`src/rtl/cp0_unit.sv`:
```
// -----------------------------------------------------------------------------
// cp0_unit -- Coprocessor-0 interrupt/exception receiver.
//
// Masks the six hardware interrupt lines with SR.IM, merges them with the
// synchronous exception code from the pipeline and raises a single IntReq
// in the same cycle. On an accepted request it records EPC, BD and ExcCode
// and sets EXL. It also serves mfc0 reads (combinational), mtc0 writes and
// eret (EXL clear). All state changes commit on the rising clk edge.
//
// Ports:
//   clk        system clock, rising edge
//   clr        asynchronous active-low reset
//   A1         mfc0 read register number
//   A2         mtc0 write register number
//   DIn        mtc0 write data
//   We         mtc0 write enable
//   PC         PC of the instruction in M stage
//   BDIn       M-stage instruction sits in a branch delay slot
//   ExcIn      synchronous exception code, 0 = none
//   HWInt      hardware interrupt lines [7:2], level-sensitive
//   EXLClr     eret in M stage
//   IntReq     take interrupt/exception now (combinational)
//   EPCOut     current EPC
//   HandlerPC  constant exception entry address
//   DOut       mfc0 read data (combinational)
// -----------------------------------------------------------------------------
module cp0_unit #(
   parameter logic [31:0] PRID         = 32'h2017_1213,
   parameter logic [31:0] HANDLER_ADDR = 32'h0000_4180
) (
   input  logic        clk,
   input  logic        clr,
   input  logic [4:0]  A1,
   input  logic [4:0]  A2,
   input  logic [31:0] DIn,
   input  logic        We,
   input  logic [31:0] PC,
   input  logic        BDIn,
   input  logic [4:0]  ExcIn,
   input  logic [5:0]  HWInt,
   input  logic        EXLClr,
   output logic        IntReq,
   output logic [31:0] EPCOut,
   output logic [31:0] HandlerPC,
   output logic [31:0] DOut
);

   // SR fields
   logic [5:0]  im_reg;
   logic        exl_reg;
   logic        ie_reg;
   // Cause fields
   logic        bd_reg;
   logic [5:0]  ip_reg;
   logic [4:0]  exc_code_reg;
   // EPC is word aligned; only the upper 30 bits are stored
   logic [29:0] epc_reg;

   logic [5:0]  masked;
   logic        int_pend;
   logic        exc_pend;
   logic [31:0] sr_word;
   logic [31:0] cause_word;

   // PC[1:0] never reaches EPC
   logic        unused_pc_bits;
   assign unused_pc_bits = ^PC[1:0];

   genvar gi;
   generate
      for (gi = 0; gi < 6; gi++) begin : g_mask
         assign masked[gi] = HWInt[gi] & im_reg[gi];
      end
   endgenerate

   assign int_pend = (|masked) & ie_reg & ~exl_reg;
   assign exc_pend = (ExcIn != 5'd0) & ~exl_reg;
   // Held low while reset is asserted so the pipeline never sees a request
   // during reset, whatever ExcIn is doing.
   assign IntReq   = (int_pend | exc_pend) & clr;

   assign sr_word    = {16'b0, im_reg, 8'b0, exl_reg, ie_reg};
   assign cause_word = {bd_reg, 15'b0, ip_reg, 3'b0, exc_code_reg, 2'b00};
   assign EPCOut     = {epc_reg, 2'b00};
   assign HandlerPC  = HANDLER_ADDR;

   // mfc0 reads current state; a same-cycle mtc0 is not forwarded.
   always_comb begin
      DOut = 32'h0;
      case (A1)
         5'd12:   DOut = sr_word;
         5'd13:   DOut = cause_word;
         5'd14:   DOut = EPCOut;
         5'd15:   DOut = PRID;
         default: DOut = 32'h0;
      endcase
   end

   always_ff @(posedge clk or negedge clr) begin
      if (!clr) begin
         im_reg       <= 6'd0;
         exl_reg      <= 1'b0;
         ie_reg       <= 1'b0;
         bd_reg       <= 1'b0;
         ip_reg       <= 6'd0;
         exc_code_reg <= 5'd0;
         epc_reg      <= 30'd0;
      end else begin
         // IP mirrors the raw lines with one cycle of latency, always.
         ip_reg <= HWInt;
         if (IntReq) begin
            // Entry: any concurrent mtc0 is dropped. EXLClr cannot be
            // meaningful here because IntReq implies EXL is already 0.
            exl_reg      <= 1'b1;
            bd_reg       <= BDIn;
            exc_code_reg <= int_pend ? 5'd0 : ExcIn;
            // Delay-slot instructions restart at the branch (PC-4);
            // subtraction wraps naturally at 30 bits.
            epc_reg      <= PC[31:2] - {29'd0, BDIn};
         end else begin
            if (We && (A2 == 5'd12)) begin
               im_reg  <= DIn[15:10];
               ie_reg  <= DIn[0];
               // eret overrides only the EXL bit of a same-cycle SR write
               exl_reg <= DIn[1] & ~EXLClr;
            end else if (EXLClr) begin
               exl_reg <= 1'b0;
            end
            if (We && (A2 == 5'd14)) begin
               epc_reg <= DIn[31:2];
            end
         end
      end
   end

endmodule

```
`config.mk`:
```
export PLATFORM = sky130hd
export DESIGN_NAME = cp0_unit
export DESIGN_NICKNAME = d
export VERILOG_FILES = /design/src/rtl/cp0_unit.sv
export SDC_FILE = /design/constraint.sdc
export NUM_CORES = 1
export LEC_CHECK = 0
export CORE_AREA = 2 2 93 95
export DETAILED_ROUTE_END_ITERATION = 12
export DIE_AREA = 0 0 95 97
export HOLD_SLACK_MARGIN = 0.08
export PLACE_DENSITY_LB_ADDON = 0.1
export SYNTH_ARGS = -nofsm -noshare
export SYNTH_HDL_FRONTEND = slang
export SYNTH_SLANG_ARGS = --single-unit
```
`constraint.sdc`:
```
create_clock -name clk -period 4 [get_ports clk]
set_clock_uncertainty 0.15 [all_clocks]
set_input_delay 0.8 -clock clk [delete_from_list [all_inputs] [get_ports clk]]
set_output_delay 0.8 -clock clk [all_outputs]
set_load 0.01 [all_outputs]
```
Word level (Yosys, flattened, before mapping):

Index checks and enable logic that the tools add are counted.

* add/sub/neg operators: 1
* $mul: 0
* divide/modulo/power cells: 0
* $lt $le $gt $ge: 0
* equality and inequality tests: 6
* shift operators: 0
* muxes and demuxes: 7
* bitwise gates (word level): 15
* reductions and logical operators: 7

Operator list (number)
* case mux 32 bit (4 select lines): 1
* two-way mux 30 bit: 2
* == test 5 x 4 -> 1 bit, second input constant: 6
* subtractor 30 x 1 -> 30 bit: 1
* AND 1 bit: 11
* OR reduction 6 bit: 1
* two-way mux 5 bit: 1
* nonzero test 5 bit: 1
* two-way mux 1 bit: 3
* inverter 1 bit: 3
* nonzero test 3 bit: 1
* logical AND 1 bit: 2
* AND reduction 2 bit: 1
* nonzero test 2 bit: 1
* OR 1 bit: 1

* register bits: 50
* bits in latches: 0
* RAM bits: 0
* memory bits (read-only): 0
* input bits: 90
* logic and storage cells: 43
* memories kept: 0

Depth between registers and ports, before layout:

Gate-level depths: netlist of the first run.

* depth in word-level cells: 8
* gate-level depth with buffers: 8
* mapped depth without buffers: 7

Worst setup path after synthesis of the first run:

Ideal clock, no wire load.

* kind: input -> output
* start: in A1[0]
* end: out DOut[2]
* data arrival time: 1.777 ns
* path slack: 1.273 ns
* stages on the path: 5
* cells stage by stage: clkbuf_1 nor2b_1 clkbuf_1 a22oi_1 nor2_1

* longest elaborated chain between the ends: 2
* elaborated cells between the ends (all ways): 5
* classes of those cells: eq/ne (4); mux (1)

RTL lines
* start, declared: line 33 `input logic [4:0] A1,`
* == test 5 x 4 -> 1 bit: line 90 `case (A1)`
* case mux 32 bit (4 select lines) *: line 90
* end, declared: line 45 `output logic [31:0] DOut`

Mark *: on every way between the ends. The rest lies on a longest branch, timed or not.

Worst setup path after layout of the first run:

* start: in A1[1]
* end: out DOut[2]

The elaborated chain is that of the path after synthesis.

==> summary.md, run 1 <==
| Metric | Value |
|---|---|
| Clock-pin transition on the worst setup and hold timing paths | 90 ps |
| # setup viols final | 0 |
| # hold bufs at CTS | 0 |
| Crit start category | primary input |
| Post-Synthesis Cell Area | 0.00346 sq mm |
| Hold Worst Slack | 336 ps |
| DRC violations left | 0 |
| Unique masters post-synth | 42 |
| Highest achievable clock rate | 265 MHz |
| Number of CTS-inserted buffers | 5 |
| Area leader, netlist | sky130_fd_sc_hd__dfrtp_1 |
| Cells after Synth | 394 |
| Flops & latches, synth | 50 |
| Detailed-router iteration count before antenna repair | 4 |
| Fin. max-slew vios | 0 |
| HPWL reported at the end of detailed placement | 7720 um |
| Type of the worst setup path | primary input to primary output |
| Net count, final | 633 |
| Number of failing hold endpoints at the final stage | 0 |
| Hold/Removal Path Class | flop to flop |
| Relative max-transition margin | 41.8% |
| Ratio of routed vias to standard cells | 4.98 |
| Vias in the first global route | 3144 |
| Worst Path Arrival | 2820 ps |
| Final-layout fill cell count | 742 |
| Site row count | 33 |
| Largest vdd supply drop | 0.163 mV |
| Total power divided by cell area | 312 mW/mm^2 |
| Maximum count of clock buffers along a single path | 2 |
| Number of enable-type register cells in the synthesized netlist | 0 |
| Area occupied by multi-input gates | 0.00200 sq mm |
| Die Ht | 97 um |
| Post-CTS Setup Inserts | 0 |
| Most frequent cell after synthesis | sky130_fd_sc_hd__nand2_1 |
| Synthesized area per cell | 8.78 sq um |
| Period Utilization, post-route | 94.3% |
| CP max FO | 8 |
| Number of vias after detailed routing | 3211 |
| Register area | 0.00125 sq mm |
| Actual transition at the worst max-transition pin | 861 ps |
| Die area | 0.00922 sq mm |
| Area fraction of the dominant cell type after synthesis | 36.2% |
| Final period demand of the worst path | 3770 ps |
| Layout overhead on the synthesized area | 46.2% |
| Synth Flop Type | sky130_fd_sc_hd__dfrtp_1 |
| Root buffer cell | sky130_fd_sc_hd__clkbuf_8 |
| DRC marker count from the first detailed-route iteration | 70 |
| Final global-route overflow total | 0 |
| Overall global routing resource usage | 21.8% |
| Share of the core filled with cells | 62.2% |
| Resize count post-CTS | 0 |
| Endpoint type of the worst setup path | primary output |
| Antenna violations before repair | 0 |
| Unrepaired setup endpoints after global routing | no |
| Yosys Warn Count | 0 |
| H-tree levels | 2 |
| Async S/R FF share, synth | 100% |
| Core area | 0.00813 sq mm |
| Max_cap viols | 0 |
| Share of the yosys chip area belonging to registers | 36.2% |
| Setup TNS Final | 0 ps |
| Routed wire length per instance | 15.5 um |
| Ranking of synthesized cells by instance count | sky130_fd_sc_hd__nand2_1, sky130_fd_sc_hd__dfrtp_1, sky130_fd_sc_hd__nor2_1 |
| Count of pins on the block boundary | 187 |
| Clock tree from TritonCTS | built |
| First-pass GRT wire length | 15900 um |
| Floorplan die width | 95 um |
| Pin count of the biggest net entering global routing | 54 |
| Flip-flop count of the largest register, all copies and words added | 30 |
| DRT antenna net count | 0 |
| Run status | completed |
| Port Buffer Count | 150 |
| Clk Latency, worst-skew pair | 300 ps |
| Required time at the endpoint of the critical path | 3050 ps |
| Main area contributors after synthesis | sky130_fd_sc_hd__dfrtp_1, sky130_fd_sc_hd__mux2_2, sky130_fd_sc_hd__buf_4, sky130_fd_sc_hd__nand2_1, sky130_fd_sc_hd__xnor2_1 |
| Fraction of layout instances using a drive strength above 1 | 11.3% |
| CTS sink count | 50 |
| Routability-driven placement congestion ratio | 0.794 |
| Antenna Diode Count | 0 |
| Post-Route WL | 10000 um |
| Starting density of the core | 42.5% |
| Leakage | 2.09 nW |
-- kinds of logic (layout without fill, tap and decap cells) --
| family | after synthesis | count (layout) | synth area share, % |
|---|---|---|---|
| XOR/XNOR | 26 | 26 | 6.58 |
| multiplexers | 43 | 43 | 13.5 |
| buffers and inverters | 57 | 171 | 9.91 |
| AND/OR/NAND/NOR | 160 | 160 | 23.7 |
| flip-flops | 50 | 50 | 36.2 |
| other | 2 | 34 | 0.217 |
| AO/OA/AOI/OAI | 54 | 54 | 9.15 |
| adder cells (fa/ha/maj) | 2 | 2 | 0.723 |
-- per-stage QoR --
step           std cells  worst slack, ps  total power, mW  cell area, sq um
4_1_cts              645              200             1.59              5060
5_1_grt              645             25.2             1.68              5060
6_report             645              227             1.58              5060
2_1_floorplan        426             1270            0.973              3580
3_5_place_dp         639              201             1.29              4970
3_3_place_gp         639              242             1.28              4970
-- power breakdown --
part           total, mW  internal, mW  switching, mW
Combinational      0.589         0.336          0.253
Sequential         0.689         0.607         0.0820
Clock              0.300         0.134          0.166
Total               1.58          1.08          0.500
-- cell usage in the layout, fill, tap and decap left out, types with 10 or more instances in the layout --
cell type                           n
sky130_fd_sc_hd__nor3_1            13
sky130_fd_sc_hd__mux2_2            30
sky130_fd_sc_hd__mux2i_1           13
sky130_fd_sc_hd__dfrtp_1           50
sky130_fd_sc_hd__conb_1            34
sky130_fd_sc_hd__xnor2_1           20
sky130_fd_sc_hd__o21ai_0           26
sky130_fd_sc_hd__buf_4             10
sky130_fd_sc_hd__and2_1            13
sky130_fd_sc_hd__clkdlybuf4s50_1  149
sky130_fd_sc_hd__nor2_1            37
sky130_fd_sc_hd__nand2_1           53
-- final timing paths --
kind / start / to / slack [ps] / depth (start not counted)
max in group asynchronous: clr / epc_reg[9] / 2740 / 2
min in group asynchronous: clr / epc_reg[5] / 500 / 2
hold / removal: bd_reg / bd_reg / 340 / 2
setup / recovery: A1[1] / DOut[2] / 230 / 6
setup reg to reg: im_reg[3] / im_reg[2] / 1790 / 5
hold reg to reg: bd_reg / bd_reg / 340 / 2
-- layer usage --
layer  GRT usage, %  up-vias  routed length, um
met5              0        -                  0
met4           4.91        0                131
met3           3.43       12                617
met2           37.7      126               5030
met1           28.5     1493               4220
li1               -     1580                  -
-- cell type report --
type	instances	area share [%]
clock buffer	6	1.63
inverter	5	0.371
multi-input combinational	319	39.6
sequential	50	24.7
tap	105	2.60
timing repair buffer	160	31.1
-- critical path: stages --
cell,delay (ps)
sky130_fd_sc_hd__clkdlybuf4s50_1,560
sky130_fd_sc_hd__nor2b_1,470
sky130_fd_sc_hd__buf_4,230
sky130_fd_sc_hd__a22oi_1,90
sky130_fd_sc_hd__nor2_1,130
sky130_fd_sc_hd__clkdlybuf4s50_1,540
(Power assumes the default switching activity.)
==> inputs of run 2 (changes only) <==
--- a/config.mk
+++ b/config.mk
@@ -5,6 +5,7 @@
 export SDC_FILE = /design/constraint.sdc
 export NUM_CORES = 1
 export LEC_CHECK = 0
+export CAP_MARGIN = 40
 export CORE_AREA = 2 2 93 95
 export DETAILED_ROUTE_END_ITERATION = 12
 export DIE_AREA = 0 0 95 97
==> results of run 2 <==
The final DEF is identical to that of run 1; final timing and power are the same.
==> inputs of run 3 (changes only) <==
--- a/config.mk
+++ b/config.mk
@@ -5,7 +5,7 @@
 export SDC_FILE = /design/constraint.sdc
 export NUM_CORES = 1
 export LEC_CHECK = 0
-export CAP_MARGIN = 40
+export CAP_MARGIN = 20
 export CORE_AREA = 2 2 93 95
 export DETAILED_ROUTE_END_ITERATION = 12
 export DIE_AREA = 0 0 95 97
==> results of run 3 <==
The final DEF is identical to that of run 1; final timing and power are the same.
